## config.mk

```make
export PLATFORM = sky130hd
export DESIGN_NAME = blake2_hash_arbiter
export DESIGN_NICKNAME = d
export VERILOG_FILES = /design/src/rtl/blake2_hash_arbiter.sv
export SDC_FILE = /design/constraint.sdc
export NUM_CORES = 1
export LEC_CHECK = 0
export CAP_MARGIN = 20
export CORE_MARGIN = 1.5
export CORE_UTILIZATION = 43
export DETAILED_ROUTE_END_ITERATION = 10
export GPL_TIMING_DRIVEN = 0
export HOLD_SLACK_MARGIN = 0.03
export PLACE_DENSITY = 0.79
export SLEW_MARGIN = 20
export SYNTH_ARGS = -nofsm -noshare
export SYNTH_HDL_FRONTEND = slang
export SYNTH_SLANG_ARGS = --single-unit
export TNS_END_PERCENT = 100
```

## constraint.sdc

```tcl
create_clock -name i_clk -period 3.3 [get_ports i_clk]
set_input_delay 0.99 -clock i_clk [delete_from_list [all_inputs] [get_ports i_clk]]
set_output_delay 0.99 -clock i_clk [all_outputs]
set_load 0.02 [all_outputs]
```

## src/rtl/blake2_hash_arbiter.sv

```systemverilog
// Round-robin lock arbiter sharing one BLAKE2 compression core between N_REQ
// message controllers; a requester owns the core from INIT through its digest.
module blake2_hash_arbiter #(
  parameter int N_REQ       = 2,
  parameter int BLOCK_WIDTH = 8,
  parameter int DATA_LENGTH = 8
) (
  input  logic                         i_clk,
  input  logic                         i_reset,
  input  logic [N_REQ-1:0]             i_cmd_valid,
  input  logic [2*N_REQ-1:0]           i_cmd_op,
  input  logic [N_REQ*BLOCK_WIDTH-1:0] i_cmd_block,
  input  logic [N_REQ*DATA_LENGTH-1:0] i_cmd_length,
  output logic [N_REQ-1:0]             o_cmd_ready,
  output logic [N_REQ-1:0]             o_done,
  output logic [N_REQ-1:0]             o_owner,
  output logic                         o_err,
  output logic                         o_init,
  output logic                         o_next,
  output logic                         o_final,
  output logic [BLOCK_WIDTH-1:0]       o_block,
  output logic [DATA_LENGTH-1:0]       o_data_length,
  input  logic                         i_hash_ready,
  input  logic                         i_digest_valid
);
  localparam int IW = $clog2(N_REQ);

  localparam logic [1:0] OP_ILL  = 2'b00;
  localparam logic [1:0] OP_INIT = 2'b01;
  localparam logic [1:0] OP_NEXT = 2'b10;
  localparam logic [1:0] OP_FIN  = 2'b11;

  typedef enum logic [2:0] {S_IDLE, S_LOCKED, S_ISSUE, S_BUSY, S_DIGEST} state_t;

  state_t                r_state;
  logic [IW-1:0]         r_rr;
  logic [IW-1:0]         r_own_idx;
  logic [1:0]            r_op;
  logic                  r_guard;

  logic [N_REQ-1:0]      w_init_req;
  logic [IW-1:0]         w_win;
  logic                  w_win_vld;
  logic [IW-1:0]         w_acc_idx;
  logic [1:0]            w_acc_op;
  logic [BLOCK_WIDTH-1:0] w_acc_blk;
  logic [DATA_LENGTH-1:0] w_acc_len;
  logic                  w_acc;

  always_comb begin
    for (int i = 0; i < N_REQ; i++)
      w_init_req[i] = i_cmd_valid[i] && (i_cmd_op[2*i +: 2] == OP_INIT);
  end

  // Walk downward so the last hit is the first eligible index at or above rr.
  always_comb begin
    w_win     = '0;
    w_win_vld = 1'b0;
    for (int k = N_REQ-1; k >= 0; k--) begin
      if (w_init_req[(int'(r_rr) + k) % N_REQ]) begin
        w_win     = IW'((int'(r_rr) + k) % N_REQ);
        w_win_vld = 1'b1;
      end
    end
  end

  always_comb begin
    o_cmd_ready = '0;
    if (i_hash_ready) begin
      if (r_state == S_IDLE && w_win_vld)
        o_cmd_ready[w_win] = 1'b1;
      else if (r_state == S_LOCKED && i_cmd_valid[r_own_idx])
        o_cmd_ready[r_own_idx] = 1'b1;
    end
  end

  assign w_acc     = |o_cmd_ready;
  assign w_acc_idx = (r_state == S_IDLE) ? w_win : r_own_idx;

  always_comb begin
    w_acc_op  = '0;
    w_acc_blk = '0;
    w_acc_len = '0;
    for (int i = 0; i < N_REQ; i++) begin
      if (w_acc_idx == IW'(i)) begin
        w_acc_op  = i_cmd_op[2*i +: 2];
        w_acc_blk = i_cmd_block[i*BLOCK_WIDTH +: BLOCK_WIDTH];
        w_acc_len = i_cmd_length[i*DATA_LENGTH +: DATA_LENGTH];
      end
    end
  end

  always_ff @(posedge i_clk) begin
    if (i_reset) begin
      r_state       <= S_IDLE;
      r_rr          <= '0;
      r_own_idx     <= '0;
      r_op          <= '0;
      r_guard       <= 1'b0;
      o_owner       <= '0;
      o_done        <= '0;
      o_err         <= 1'b0;
      o_init        <= 1'b0;
      o_next        <= 1'b0;
      o_final       <= 1'b0;
      o_block       <= '0;
      o_data_length <= '0;
    end else begin
      o_init  <= 1'b0;
      o_next  <= 1'b0;
      o_final <= 1'b0;
      o_err   <= 1'b0;
      o_done  <= '0;
      case (r_state)
        S_IDLE, S_LOCKED: begin
          if (w_acc) begin
            if (r_state == S_IDLE) begin
              o_owner   <= o_cmd_ready;
              r_own_idx <= w_acc_idx;
            end
            // An illegal opcode is swallowed without touching the core.
            if (w_acc_op == OP_ILL) begin
              o_err <= 1'b1;
            end else begin
              r_op          <= w_acc_op;
              o_block       <= w_acc_blk;
              o_data_length <= w_acc_len;
              o_init        <= (w_acc_op == OP_INIT);
              o_next        <= (w_acc_op == OP_NEXT);
              o_final       <= (w_acc_op == OP_FIN);
              r_state       <= S_ISSUE;
            end
          end
        end
        S_ISSUE: begin
          r_guard <= 1'b1;
          r_state <= S_BUSY;
        end
        S_BUSY: begin
          // Core may still show the pre-command hash_ready in the first cycle.
          if (r_guard)
            r_guard <= 1'b0;
          else if (i_hash_ready)
            r_state <= (r_op == OP_FIN) ? S_DIGEST : S_LOCKED;
        end
        S_DIGEST: begin
          if (i_digest_valid) begin
            o_done  <= o_owner;
            o_owner <= '0;
            r_rr    <= (r_own_idx == IW'(N_REQ-1)) ? '0 : r_own_idx + IW'(1);
            r_state <= S_IDLE;
          end
        end
        default: r_state <= S_IDLE;
      endcase
    end
  end
endmodule

```

==> results.py, run 1 <==
metrics = {
    "setup_path": {
        "cp_slowest_cell": "dlygate4sd2_1",
        "critPathMaxStageDelay_ps": 270,
        "arrival_ps": 2100,
        "path_cells": "dlygate4sd2_1, and3b_2, a211o_1, a21oi_2, buf_4",
        "crit_path_start_kind": "input port",
        "worst-path-buf-inv": 2,
        "r2r_end": "o_block[7]$_SDFFE_PP0P_",
        "critPathTopFamily": "compound AO/OA/AOI/OAI gates",
        "critPathRequiredTime_ps": 2310,
        "rr_worst_depth": 8,
        "crit_fanout": 4,
        "critical_path_class": "in2out",
        "end_kind": "output port",
        "regToRegStartpoint": "r_state[0]$_SDFFE_PP0P_",
        "r2r_setup_slack_ps": 880,
    },
    "routing": {
        "post_drt_wl_per_cell_um": 12.3,
        "drt-initial-drc-count": 35,
        "drc": 0,
        "wirelength_um": 3710,
        "drt_first_pass_iters": 3,
        "post_drt_via_cell_ratio": 4.95,
        "vias": 1495,
        "antenna_left": 0,
    },
    "worst_hold_path": {
        "holdPathEnd": "o_owner[1]$_SDFFE_PP0P_",
        "hp-class": "reg2reg",
        "hp-start": "o_owner[1]$_SDFFE_PP0P_",
        "whs_path_depth": 2,
    },
    "grt": {
        "grt.total_usage": 0.186,
        "antenna_found_initial": 0,
        "grt_pass1_wl_um": 6200,
        "grt_max_degree": 11,
        "overflow": 0,
        "grt_pass1_vias": 1398,
    },
    "synth": {
        "syn_inst": 180,
        "synth_seq_cells": 32,
        "syn_avg_cell_area_sq_um": 9.52,
        "synth_cell_type_count": 36,
        "synth_area_sq_um": 1710,
        "yosysWarnings": 0,
        "yosysSeqAreaShare": 0.374,
        "syn_nets": 222,
    },
    "placed_design": {
        "post-dp-hpwl_um": 2880,
        "place_area_sq_um": 2430,
        "io_buffers": 66,
        "dp.cells": 294,
        "dp_slack_ps": -544,
        "place_congestion": 0.779,
    },
    "cts": {
        "insertion_delay_ps": 280,
        "numCtsBuffers": 5,
        "path_clk_slew_ps": 60,
        "root_buffer": "clkbuf_8",
        "cts_buffer_depth": 2,
        "htree_levels": 2,
        "cts_tree": "built",
        "cts.sinks": 32,
    },
    "timing": {
        "timing.hold.ws_ps": 472,
        "fin_crit_ps": 3090,
        "hold_viol": 0,
        "slew_headroom": 0.668,
        "fin_ws_ps": 206,
        "fin_skew_ps": 2.66,
        "slew_viol_final": 0,
        "min_period_over_period": 0.938,
        "grt_setup_unrepaired": "no",
        "fmax_mhz": 323,
        "setup_viol": 0,
        "worst_slew_pin_slew_ps": 497,
    },
    "floorplanning": {
        "start_util": 0.458,
        "dieArea_sq_um": 4370,
        "core_area_sq_um": 3740,
        "row_count": 22,
        "die_w_um": 66.1,
        "ios": 68,
        "fp.dieH_um": 66.1,
    },
    "power_and_ir_drop": {
        "power.leakage_nw": 1.14,
        "seqPwrFrac": 0.437,
        "switchingPower_uw": 230,
        "p_int_uw": 705,
        "ir_worst_vdd_mv": 0.284,
        "combPwrFrac": 0.221,
        "clock_power_share": 0.343,
        "swShare": 0.246,
        "power.density_nw_per_um2": 367,
    },
    "status": {
        "status": "complete, no violations",
    },
    "layout": {
        "drive_gt1_frac": 0.161,
        "fin_nets": 296,
        "syn_to_final_growth_pct": 48.6,
        "design_area_sq_um": 2550,
        "final_common_cell": "clkdlybuf4s50_1",
        "mostFrequentLayoutCells": "clkdlybuf4s50_1 (58), dfxtp_1 (32), nor2_1 (23)",
        "nFillCells": 347,
        "stdcell_count": 302,
        "num_antenna_cells": 0,
        "multi_input_area_sq_um": 1000,
        "seq_area_sq_um": 641,
    },
    "job": {
        "maxCapViolCount": 0,
    },
}
-- sequential cells by signal (all words and copies together), names as in the netlist, 2 cells and up --
register / flops
o_owner: 2
r_op: 2
o_done: 2
r_state: 3
o_block: 8
o_data_length: 8
-- Yosys cell counts --
cell | n | share of area
dfxtp_1 | 32 | 0.37
nor2_1 | 23 | 0.050
mux2i_1 | 18 | 0.11
nor2b_1 | 16 | 0.058
a21oi_1 | 13 | 0.038
mux2_4 | 10 | 0.088
mux2_2 | 8 | 0.053
nand2_1 | 8 | 0.018
nand3_1 | 5 | 0.015
and2_1 | 4 | 0.015
clkbuf_1 | 4 | 0.0088
nand2b_1 | 4 | 0.015
nand3b_1 | 4 | 0.018
nor3_1 | 4 | 0.012
o21ai_0 | 3 | 0.0088
a31o_2 | 2 | 0.010
a31oi_1 | 2 | 0.0073
buf_6 | 2 | 0.013
a211o_1 | 1 | 0.0051
a211oi_1 | 1 | 0.0044
a21o_1 | 1 | 0.0044
a21o_2 | 1 | 0.0051
and2b_1 | 1 | 0.0044
and3b_1 | 1 | 0.0051
buf_1 | 1 | 0.0022
buf_2 | 1 | 0.0029
buf_4 | 1 | 0.0044
buf_8 | 1 | 0.0088
inv_1 | 1 | 0.0022
nand4bb_1 | 1 | 0.0066
nor3_4 | 1 | 0.0095
nor3b_1 | 1 | 0.0044
o21ai_4 | 1 | 0.0095
o31a_1 | 1 | 0.0051
or3_4 | 1 | 0.0066
or4_1 | 1 | 0.0044
-- worst max path at each step --
stage	depth (start not counted)	slack [ps]	from	end
after floorplan	3	440	i_cmd_valid[1]	o_cmd_ready[0]
after global placement	5	-540	i_cmd_valid[1]	o_cmd_ready[0]
after detailed placement	5	-540	i_cmd_valid[1]	o_cmd_ready[0]
after CTS	5	8	i_cmd_op[3]	o_cmd_ready[0]
after global routing	4	140	i_hash_ready	o_cmd_ready[1]
final	5	210	i_cmd_op[2]	o_cmd_ready[0]
-- area by class of cell --
| class | count | share of cell area |
|---|---|---|
| multi-input cells | 137 | 0.395 |
| repair buffers | 67 | 0.264 |
| flip-flops and latches | 32 | 0.252 |
| clock buffers | 7 | 0.0378 |
| plain buffers | 10 | 0.0270 |
| well taps | 48 | 0.0236 |
| inverters | 1 | 0.00147 |
-- per-layer routing --
layer  GRT usage  part of all wire  wire [um]
met3      0.0664             0.072        268
met5           0                 0          0
met2       0.299              0.47       1750
met4      0.0689             0.013         48
met1       0.226              0.44       1650
-- stage by stage --
| stage | total power, mW | setup TNS [ps] | util |
|---|---|---|---|
| finish | 0.935 | 0 | 0.680 |
| global route | 0.982 | 0 | 0.680 |
| CTS | 0.946 | 0 | 0.675 |
| detailed placement | 0.625 | -1820 | 0.650 |
| global placement | 0.622 | -1790 | 0.650 |
| floorplan | 0.534 | 0 | - |
-- timing repair --
item | CTS | global route
resized for setup | 12 | 5
cloned | 0 | 0
hold buffers | 0 | 0
buffers inserted | 0 | 1
endpoints found under the setup margin | 2 | 2
pin swaps | 3 | 2
-- worst reg2reg max path, cell delays in order, from the launching register on --
cell and delay, ps:
dfxtp_1 310, buf_6 130, o31a_1 310, a31oi_1 210
buf_6 190, mux2_4 340, o21ai_4 300, buf_8 210
mux2_4 310
-- kinds of logic after synthesis --
kind of cell	count (synthesis)	synth area share
simple gates	75	0.240
mux	36	0.245
flops	32	0.374
compound gates	26	0.0979
buf+inv	11	0.0424
-- power by group through the flow --
| stage | clock network, mW | logic (mW) | registers, mW |
|---|---|---|---|
| finish | 0.320 | 0.206 | 0.408 |
| detailed placement | 0 | 0.208 | 0.416 |
| CTS | 0.330 | 0.208 | 0.408 |
| global placement | 0 | 0.206 | 0.416 |
| global route | 0.347 | 0.225 | 0.410 |
| floorplan | 0 | 0.106 | 0.428 |
No activity file was read; power rests on OpenSTA's default activity.
==> run 2: changes to the inputs <==
- CELL_PAD_IN_SITES_DETAIL_PLACEMENT: not set -> 1
- CELL_PAD_IN_SITES_GLOBAL_PLACEMENT: not set -> 1
- CORE_UTILIZATION: 43 -> 32
- PLACE_DENSITY: 0.79 -> not set
- PLACE_DENSITY_LB_ADDON: not set -> 0.1
==> run 2 against run 1 <==
Compared with the run above:
- power grew 6.6%
- register-to-register slack gained 20 ps
- wire length grew 20%
- first-iteration DRC count up 89%
- worst setup slack got worse by 43 ps
- combinational power up 2%
- die area increased by 33%
- non-clock buffer count stayed put
- clock power grew 18%
- critical endpoint unchanged
==> results.py, run 2 (synthesized netlist as in run 1, its figures left out) <==
metrics = {
    "status": {
        "status": "complete, no violations",
    },
    "routing": {
        "vias": 1525,
        "top_layer_used": "met4",
        "drt_first_pass_iters": 4,
        "post_drt_via_cell_ratio": 4.69,
        "wl_met2_um": 2120,
        "drt-initial-drc-count": 66,
        "route.met3.wl_um": 293,
        "drc": 0,
        "antenna_left": 0,
        "wirelength_um": 4440,
        "wl_met1_um": 1980,
        "post_drt_wl_per_cell_um": 13.7,
    },
    "floorplanning": {
        "ios": 68,
        "die_w_um": 76.2,
        "start_util": 0.333,
        "core_area_sq_um": 5140,
        "row_count": 26,
        "fp.dieH_um": 76.2,
        "dieArea_sq_um": 5800,
    },
    "cts": {
        "cts_buffer_depth": 2,
        "numCtsBuffers": 5,
        "ctsHoldBuffers": 0,
        "root_buffer": "clkbuf_8",
        "cts.sinks": 32,
        "cts_tree": "built",
        "path_clk_slew_ps": 70,
        "htree_levels": 2,
        "insertion_delay_ps": 280,
    },
    "worst_hold_path": {
        "hp-class": "reg2reg",
    },
    "grt": {
        "grt_pass1_wl_um": 7490,
        "antenna_found_initial": 0,
        "grt.total_usage": 0.162,
        "grt_pass1_vias": 1542,
        "overflow": 0,
        "grt_max_degree": 12,
    },
    "setup_path": {
        "path_cells": "dlygate4sd2_1, and3b_2, a211o_1, a21oi_2, buf_6",
        "cp_slowest_cell": "a211o_1",
        "end_kind": "output port",
        "critPathRequiredTime_ps": 2310,
        "critPathTopFamily": "compound AO/OA/AOI/OAI gates",
        "crit_path_start_kind": "input port",
        "arrival_ps": 2150,
        "critical_path_class": "in2out",
        "worst-path-buf-inv": 2,
        "critPathMaxStageDelay_ps": 280,
        "crit_fanout": 4,
    },
    "timing": {
        "fin_crit_ps": 3140,
        "setup_viol": 0,
        "hold_viol": 0,
        "slew_headroom": 0.656,
        "fin_ws_ps": 162,
        "fmax_mhz": 319,
        "slew_viol_final": 0,
        "grt_setup_unrepaired": "no",
        "fin_skew_ps": 8.02,
        "worst_slew_pin_slew_ps": 513,
        "min_period_over_period": 0.951,
    },
    "layout": {
        "reg_top3": "o_block (8), o_data_length (8), r_state (3)",
        "syn_to_final_growth_pct": 50.9,
        "fin_nets": 296,
        "mostFrequentLayoutCells": "clkdlybuf4s50_1 (58), dfxtp_1 (32), nor2_1 (23)",
        "stdcell_count": 325,
        "nFillCells": 627,
        "final_common_cell": "clkdlybuf4s50_1",
        "design_area_sq_um": 2580,
        "num_antenna_cells": 0,
        "fin_util": 0.503,
        "drive_gt1_frac": 0.169,
    },
    "job": {
        "maxCapViolCount": 0,
    },
    "power_and_ir_drop": {
        "power.density_nw_per_um2": 385,
        "ir_worst_vdd_mv": 0.243,
        "power.leakage_nw": 1.12,
        "switchingPower_uw": 254,
        "p_int_uw": 742,
        "seqPwrFrac": 0.409,
        "power_uw": 996,
        "combPwrFrac": 0.212,
        "swShare": 0.255,
        "clock_power_share": 0.379,
    },
    "placed_design": {
        "dp.cells": 316,
        "io_buffers": 66,
        "dp_slack_ps": -639,
        "place_congestion": 0.784,
        "place_area_sq_um": 2460,
        "post-dp-hpwl_um": 3370,
    },
}
==> run 2: power groups by stage <==
stage / logic (mW) / clock network (mW) / registers, mW
after floorplan: 0.106 / 0 / 0.428
final: 0.211 / 0.378 / 0.408
after global routing: 0.229 / 0.403 / 0.409
after CTS: 0.214 / 0.387 / 0.408
after detailed placement: 0.213 / 0 / 0.416
after global placement: 0.211 / 0 / 0.416
==> run 2: metrics by stage <==
| stage | setup TNS (ps) | hold WS [ps] |
|---|---|---|
| floorplan | 0 | 454 |
| global placement | -2250 | 464 |
| detailed placement | -2190 | 480 |
| CTS | 0 | 496 |
| global route | 0 | 517 |
| finish | 0 | 490 |
==> run 2: worst paths after layout <==
path,from,end,slack [ps],cells after the start
min,r_op[1]$_SDFFE_PP0P_,r_op[1]$_SDFFE_PP0P_,490,2
max,i_cmd_valid[1],o_cmd_ready[0],160,5
min reg2reg,r_op[1]$_SDFFE_PP0P_,r_op[1]$_SDFFE_PP0P_,490,2
max reg2reg,r_state[1]$_SDFFE_PP0P_,o_block[3]$_SDFFE_PP0P_,900,8
==> run 2: what timing repair did <==
item                       in CTS  in global routing
setup endpoints to repair       2                  1
pin swaps                       3                  1
buffers inserted                1                  0
gates resized for setup        17                  2
==> run 2: cell type report <==
cell class,instances,area [sq um],area share
clock inverters,3,42.5,0.0165
plain buffers,10,68.8,0.0266
well taps,70,87.6,0.0339
flip-flops and latches,32,641,0.248
repair buffers,67,664,0.257
clock buffers,5,68.8,0.0266
multi-input cells,137,1010,0.390
inverters,1,3.75,0.00145
==> run 2: metal layers <==
metal | up-vias | GRT usage
li1 | 770 | -
met1 | 710 | 0.203
met3 | 4 | 0.0551
met4 | 0 | 0.0500
met5 | - | 0
met2 | 41 | 0.265
==> run 2: worst reg2reg max path, cell delays in order, from the launching register on <==
cell and delay (ps):
dfxtp_1 300, buf_4 160, o31a_1 300, a31oi_1 180, buf_6 190, mux2_4 350
o21ai_4 290, buf_8 210, mux2_4 310
==> run 3: changes to the inputs <==
- CAP_MARGIN: 20 -> 25
==> results of run 3 <==
The final DEF is identical to that of run 2; final timing and power are the same.
